## config.mk

```make
export PLATFORM = sky130hd
export DESIGN_NAME = pulse_gen_multi_flat
export DESIGN_NICKNAME = d
export VERILOG_FILES = /design/src/rtl/pulse_gen_multi_if.sv /design/src/rtl/pulse_gen_multi.sv /design/src/flat_wrapper.sv
export SDC_FILE = /design/constraint.sdc
export NUM_CORES = 1
export LEC_CHECK = 0
export ABC_AREA = 0
export BUFFER_PORTS_ARGS = -buffer_cell sky130_fd_sc_hd__buf_2
export CAP_MARGIN = 20
export CORE_AREA = 2 2 122 124
export CTS_CLUSTER_DIAMETER = 80
export DETAILED_ROUTE_END_ITERATION = 7
export DIE_AREA = 0 0 124 126
export PLACE_DENSITY = 0.6
export SLEW_MARGIN = 20
export SYNTH_ARGS = -nofsm -noshare
export SYNTH_HDL_FRONTEND = slang
export SYNTH_SLANG_ARGS = --single-unit
```

## constraint.sdc

```tcl
create_clock -name clk -period 5.95 [get_ports clk]
set_clock_uncertainty 0.2 [all_clocks]
set_input_delay 1.19 -clock clk [delete_from_list [all_inputs] [get_ports clk]]
set_output_delay 1.19 -clock clk [all_outputs]
set_load 0.005 [all_outputs]
```

## src/rtl/pulse_gen_multi_if.sv

```systemverilog
// Configuration bus for pulse_gen_multi: per-channel shadow write port plus the pending flag.
interface pulse_gen_multi_if #(
   parameter int WIDTH    = 8,
   parameter int N_CH     = 4,
   parameter int PW_WIDTH = 4
);
   localparam int CH_W = (N_CH > 1) ? $clog2(N_CH) : 1;

   logic                cfg_we;
   logic [CH_W-1:0]     cfg_ch;
   logic [WIDTH-1:0]    cfg_phase;
   logic [PW_WIDTH-1:0] cfg_width;
   logic                cfg_mode;
   logic                cfg_pending;

   modport master (output cfg_we, cfg_ch, cfg_phase, cfg_width, cfg_mode,
                   input  cfg_pending);
   modport slave  (input  cfg_we, cfg_ch, cfg_phase, cfg_width, cfg_mode,
                   output cfg_pending);
endinterface

```

## src/rtl/pulse_gen_multi.sv

```systemverilog
// Multi-channel programmable pulse generator: one base counter, N_CH phase/width/mode channels.
// Optional macro PULSE_GEN_SYNC_TRIG_EN inserts a 2-flop synchroniser on every trig bit.
module pulse_gen_multi #(
   parameter int WIDTH    = 8,
   parameter int N_CH     = 4,
   parameter int PW_WIDTH = 4
) (
   input  logic               clk,
   input  logic               nrst,
   input  logic               en,
   input  logic [WIDTH-1:0]   period,
   pulse_gen_multi_if.slave   cfg,
   input  logic [N_CH-1:0]    trig,
   output logic [N_CH-1:0]    pulse,
   output logic               wrap,
   output logic [N_CH-1:0]    armed
);
   localparam int CH_W = (N_CH > 1) ? $clog2(N_CH) : 1;

   logic [WIDTH-1:0] cnt_q, cnt_d;
   logic [WIDTH-1:0] period_q, period_d;
   logic [WIDTH-1:0] last;
   logic             wrap_q, wrap_d;
   logic             pending_q, pending_d;
   logic             wrap_cycle, copy, wr_ok;
   logic [N_CH-1:0]  trig_use;

   assign last       = period_q - WIDTH'(1);
   assign wrap_cycle = en && (cnt_q == last);
   // Shadow-to-active copy happens at each wrap and continuously while idle.
   assign copy       = !en || wrap_cycle;
   assign wr_ok      = cfg.cfg_we && ({1'b0, cfg.cfg_ch} < (CH_W + 1)'(N_CH));

   always_comb begin
      cnt_d     = cnt_q;
      period_d  = period_q;
      pending_d = pending_q;
      wrap_d    = wrap_cycle;
      if (!en || wrap_cycle) begin
         cnt_d = '0;
      end else begin
         cnt_d = cnt_q + WIDTH'(1);
      end
      if (copy) begin
         period_d = (period == '0) ? WIDTH'(1) : period;
      end
      if (copy) begin
         pending_d = 1'b0;
      end else if (wr_ok) begin
         pending_d = 1'b1;
      end
   end

   always_ff @(posedge clk) begin
      if (!nrst) begin
         cnt_q     <= '0;
         period_q  <= WIDTH'(1);
         wrap_q    <= 1'b0;
         pending_q <= 1'b0;
      end else begin
         cnt_q     <= cnt_d;
         period_q  <= period_d;
         wrap_q    <= wrap_d;
         pending_q <= pending_d;
      end
   end

   assign wrap            = wrap_q;
   assign cfg.cfg_pending = pending_q;

`ifdef PULSE_GEN_SYNC_TRIG_EN
   logic [N_CH-1:0] trig_meta_q, trig_meta_d;
   logic [N_CH-1:0] trig_sync_q, trig_sync_d;

   always_comb begin
      trig_meta_d = trig;
      trig_sync_d = trig_meta_q;
   end

   always_ff @(posedge clk) begin
      if (!nrst) begin
         trig_meta_q <= '0;
         trig_sync_q <= '0;
      end else begin
         trig_meta_q <= trig_meta_d;
         trig_sync_q <= trig_sync_d;
      end
   end

   assign trig_use = trig_sync_q;
`else
   assign trig_use = trig;
`endif

   for (genvar gi = 0; gi < N_CH; gi++) begin : g_ch
      logic [WIDTH-1:0]    sh_phase_q, sh_phase_d, act_phase_q, act_phase_d;
      logic [PW_WIDTH-1:0] sh_width_q, sh_width_d, act_width_q, act_width_d;
      logic                sh_mode_q, sh_mode_d, act_mode_q, act_mode_d;
      logic [PW_WIDTH-1:0] wcnt_q, wcnt_d;
      logic                pulse_q, pulse_d;
      logic                armed_q, armed_d;
      logic                sel, match, load;

      assign sel   = cfg.cfg_we && (cfg.cfg_ch == CH_W'(gi));
      assign match = en && (cnt_q == act_phase_q) && (act_width_q != '0);
      // One-shot channels only fire when already armed before the match cycle.
      assign load  = match && (!act_mode_q || armed_q);

      always_comb begin
         sh_phase_d  = sel ? cfg.cfg_phase : sh_phase_q;
         sh_width_d  = sel ? cfg.cfg_width : sh_width_q;
         sh_mode_d   = sel ? cfg.cfg_mode  : sh_mode_q;
         act_phase_d = copy ? sh_phase_d : act_phase_q;
         act_width_d = copy ? sh_width_d : act_width_q;
         act_mode_d  = copy ? sh_mode_d  : act_mode_q;
         wcnt_d      = wcnt_q;
         pulse_d     = 1'b0;
         armed_d     = armed_q;
         if (!en) begin
            wcnt_d  = '0;
            armed_d = 1'b0;
         end else begin
            if (load) begin
               wcnt_d = act_width_q;
            end else if (wcnt_q != '0) begin
               wcnt_d = wcnt_q - PW_WIDTH'(1);
            end
            pulse_d = load || (wcnt_q > PW_WIDTH'(1));
            if (!act_mode_q || load) begin
               armed_d = 1'b0;
            end else if (trig_use[gi]) begin
               armed_d = 1'b1;
            end
         end
      end

      always_ff @(posedge clk) begin
         if (!nrst) begin
            sh_phase_q  <= '0;
            sh_width_q  <= '0;
            sh_mode_q   <= 1'b0;
            act_phase_q <= '0;
            act_width_q <= '0;
            act_mode_q  <= 1'b0;
            wcnt_q      <= '0;
            pulse_q     <= 1'b0;
            armed_q     <= 1'b0;
         end else begin
            sh_phase_q  <= sh_phase_d;
            sh_width_q  <= sh_width_d;
            sh_mode_q   <= sh_mode_d;
            act_phase_q <= act_phase_d;
            act_width_q <= act_width_d;
            act_mode_q  <= act_mode_d;
            wcnt_q      <= wcnt_d;
            pulse_q     <= pulse_d;
            armed_q     <= armed_d;
         end
      end

      assign pulse[gi] = pulse_q;
      assign armed[gi] = armed_q;
   end
endmodule

```

## src/flat_wrapper.sv

```systemverilog
// flat-port wrapper written by rule: the top's interface ports become plain ports
module pulse_gen_multi_flat 
#(
   parameter int WIDTH    = 8,
   parameter int N_CH     = 4,
   parameter int PW_WIDTH = 4
)
  (clk, nrst, en, period, trig, pulse, wrap, armed, cfg_cfg_we, cfg_cfg_ch, cfg_cfg_phase, cfg_cfg_width, cfg_cfg_mode, cfg_cfg_pending);
  pulse_gen_multi_if #(.WIDTH(WIDTH), .N_CH(N_CH), .PW_WIDTH(PW_WIDTH)) cfg_i ();
  input  logic clk;
  input  logic nrst;
  input  logic en;
  input  logic [WIDTH-1:0] period;
  input  logic [N_CH-1:0] trig;
  output logic [N_CH-1:0] pulse;
  output logic wrap;
  output logic [N_CH-1:0] armed;
  input wire logic [$bits(cfg_i.cfg_we)-1:0] cfg_cfg_we;
  input wire logic [$bits(cfg_i.cfg_ch)-1:0] cfg_cfg_ch;
  input wire logic [$bits(cfg_i.cfg_phase)-1:0] cfg_cfg_phase;
  input wire logic [$bits(cfg_i.cfg_width)-1:0] cfg_cfg_width;
  input wire logic [$bits(cfg_i.cfg_mode)-1:0] cfg_cfg_mode;
  output wire logic [$bits(cfg_i.cfg_pending)-1:0] cfg_cfg_pending;
  assign cfg_i.cfg_we = cfg_cfg_we;
  assign cfg_i.cfg_ch = cfg_cfg_ch;
  assign cfg_i.cfg_phase = cfg_cfg_phase;
  assign cfg_i.cfg_width = cfg_cfg_width;
  assign cfg_i.cfg_mode = cfg_cfg_mode;
  assign cfg_cfg_pending = cfg_i.cfg_pending;
  pulse_gen_multi #(.WIDTH(WIDTH), .N_CH(N_CH), .PW_WIDTH(PW_WIDTH)) u_core (.clk(clk), .nrst(nrst), .en(en), .period(period), .cfg(cfg_i), .trig(trig), .pulse(pulse), .wrap(wrap), .armed(armed));
endmodule
```

==> results.cfg <==
[cts]
post_cts_buffers = 0
cts_tree = built
clock-sinks = 146
clock_latency_ps = 420
cts_buffers = 17
cts_resized = 0
postCtsHoldBufs = 0
clkSlewWorstSetupHoldPaths_ps = 50
root_buffer = clkbuf_16
cts_buffer_depth = 2
htreeDepth = 4

[hold_path]
hold_path_depth = 2
hold_class = reg2reg

[layout]
insertedDiodeCount = 0
nets = 722
drive_above_1_share_pct = 11.9
design_area_sq_um = 7000
stdcell_count = 874
final_util_pct = 48.9
syn2layout_area_growth_pct = 10.8

[flow_run]
timing.max_cap.violations = 0

[die]
die-width_um = 124
coreArea_sq_um = 14300
initial_core_util_pct = 44.1
die_area_sq_um = 15600
ioPinCount = 41
rows = 44
die_h_um = 126

[power_and_ir_drop]
p_clk_share_pct = 38.2
power_mw = 2.62
power_leakage_nw = 2.91
p_switching_mw = 0.706
power_frac_comb_pct = 18.4
ir_drop_uv = 217
p_seq_share_pct = 43.4
intPower_mw = 1.91
power_density_nw_per_um2 = 374
switching_share_pct = 27.0

[place]
hpwl_um = 9430
dp_cells = 842
place.gp.congestion = 0.799
place_area_sq_um = 6450
portBuffers = 40
place_ws_ps = 2580

[yosys]
async_flop_share_pct = 0
syn-cell-area_sq_um = 6320
ys_seq_area_share_pct = 46.3
ys_warn_count = 0
syn-instance-count = 666
synth_ff_type = dfxtp_1
synthDistinctLibCells = 49
synth_nets = 711
synth_edf_count = 0
ys_ff_latch = 146
syn_avg_cell_area_sq_um = 9.49

[sta]
fin_tns_setup_ps = 0
max_freq_mhz = 308
tightest_slew_ps = 818
setup_slack_ps = 2710
hold_viol = 0
fin_crit_sh_pct = 54.5
hold_ws_ps = 258
slew_headroom_pct = 45.2
grt_setup_unrepaired = false
slew_viol_final = 0
min_period_ps = 3240
setup_viol = 0

[setup_path]
path_delay_family = compound AO/OA/AOI/OAI gates
critPathBufInv = 1
startpoint_type = flop
crit_type = reg2reg
rr_worst_depth = 8
critical_path_depth = 8
crit_slowest_cell = nand2b_4
worstPathCellList = inv_1 -> ha_1 -> or3b_2 -> o31a_1 -> a211oi_1 -> o211a_1 -> nand2b_4 -> o22a_1
cp-end-kind = flop
required_ps = 6110
cp.arrival_ps = 3400
worstPathMaxFanout = 48
cpPeakStageDelay_ps = 600

[grt]
grt_max_degree = 71
grt_pass1_vias = 4536
gr-total-overflow = 0
grt.total_usage_pct = 19.5
antenna_found_initial = 0
grt_pass1_wl_um = 23200

[routing]
ant_nets = 0
wl_per_cell_um = 16.0
route.detailed.drc = 0
drt_iter0_drc = 246
routed_wirelength_um = 14000
vias = 4559
avgViaCountPerCell = 5.22
dr.pass1.iters = 4

[status]
status = finished clean
[layer usage]
metal | track usage [%] | part of all wire [%]
met3 | 4.85 | 4.4
met2 | 30.7 | 46
met5 | 0 | 0
met1 | 26.3 | 48
met4 | 5.95 | 0.95
[power by group through the flow]
stage	Sequential, mW	Combinational [mW]	Clock, mW
floorplan	1.14	0.412	0
global placement	1.15	0.468	0
detailed placement	1.16	0.481	0
CTS	1.14	0.487	1.02
global route	1.15	0.555	1.07
finish	1.14	0.483	1.00
[cell families (layout without fill, tap and decap cells)]
group | count (synthesis) | count (layout) | share of synthesized area (%)
buffers and inverters | 65 | 89 | 5.92
AOI/OAI and AO/OA | 134 | 134 | 16.9
DFF | 146 | 146 | 46.3
adders and majority gates | 14 | 14 | 2.77
and+or+nand+nor | 233 | 233 | 17.5
muxes | 20 | 20 | 3.19
xor gates and xnor gates | 54 | 54 | 7.49
[cell usage in the layout, fill, tap and decap left out, types with 12 or more instances in the layout]
master / count
a21boi_0: 52
clkbuf_16: 17
dfxtp_1: 146
buf_2: 40
ha_1: 14
nand2_1: 130
nor2_1: 25
nor3_1: 19
o22a_1: 48
inv_1: 14
mux2i_1: 19
nor4_1: 18
xnor2_1: 23
o21ai_0: 12
xor2_1: 31
[cell usage after synthesis (2+ instances only)]
cell type	instances	area, sq um
a21o_1	4	30.0
or3_1	8	50.1
nand2_1	130	488
o21ai_0	12	60.1
dfxtp_1	146	2920
and3_1	4	25.0
buf_4	8	60.1
nor2_1	25	93.8
buf_8	4	60.1
and2_1	2	12.5
nand3_1	6	30.0
o22a_1	48	420
nor3b_1	5	37.5
mux2i_1	19	190
a2bb2oi_2	4	60.1
ha_1	14	175
nor3_1	19	95.1
buf_6	5	56.3
xor2_1	31	272
or3b_2	2	17.5
and4_1	4	35.0
a21oi_1	5	25.0
clkbuf_1	29	109
buf_1	3	11.3
inv_1	14	52.6
xnor2_1	23	201
a21boi_0	52	390
nor4_1	18	113
a211oi_1	2	15.0
[state kept, by name, indices dropped and copies added, names as in the netlist, 4 cells and up]
name / count
u_core.g_ch.wcnt_q: 16
u_core.g_ch.sh_phase_q: 32
u_core.period_q: 8
u_core.g_ch.sh_width_q: 16
u_core.g_ch.pulse_q: 4
u_core.g_ch.sh_mode_q: 4
u_core.g_ch.armed_q: 4
u_core.g_ch.act_phase_q: 32
u_core.cnt_q: 8
u_core.g_ch.act_mode_q: 4
u_core.g_ch.act_width_q: 16
[worst paths after layout]
| path | startpoint | end | slack (ps) |
|---|---|---|---|
| worst max register to register | u_core.period_q[0]$_SDFFE_PN1P_ | u_core.g_ch[0].act_phase_q[3]$_SDFFE_PN0P_ | 2710 |
| worst min-delay path | u_core.g_ch[1].act_mode_q$_SDFFE_PN0P_ | u_core.g_ch[1].armed_q$_SDFFE_PP0P_ | 260 |
| worst max-delay path | u_core.period_q[0]$_SDFFE_PN1P_ | u_core.g_ch[0].act_phase_q[3]$_SDFFE_PN0P_ | 2710 |
| worst min register to register | u_core.g_ch[1].act_mode_q$_SDFFE_PN0P_ | u_core.g_ch[1].armed_q$_SDFFE_PP0P_ | 260 |
[cell type report]
class	count	area [sq um]
Clock buffer	27	503
Clock inverter	5	50.0
Fill cell	1371	7310
Inverter	14	52.6
Multi-Input combinational cell	455	3020
Sequential cell	146	2920
Tap cell	184	230
Timing Repair Buffer	43	223
[worst min-delay path, cell delays in order, from the launching register on]
cell and delay (ps):
dfxtp_1 310, o21ai_0 60, nor3_1 40
Power figures use the tool's default switching activity.
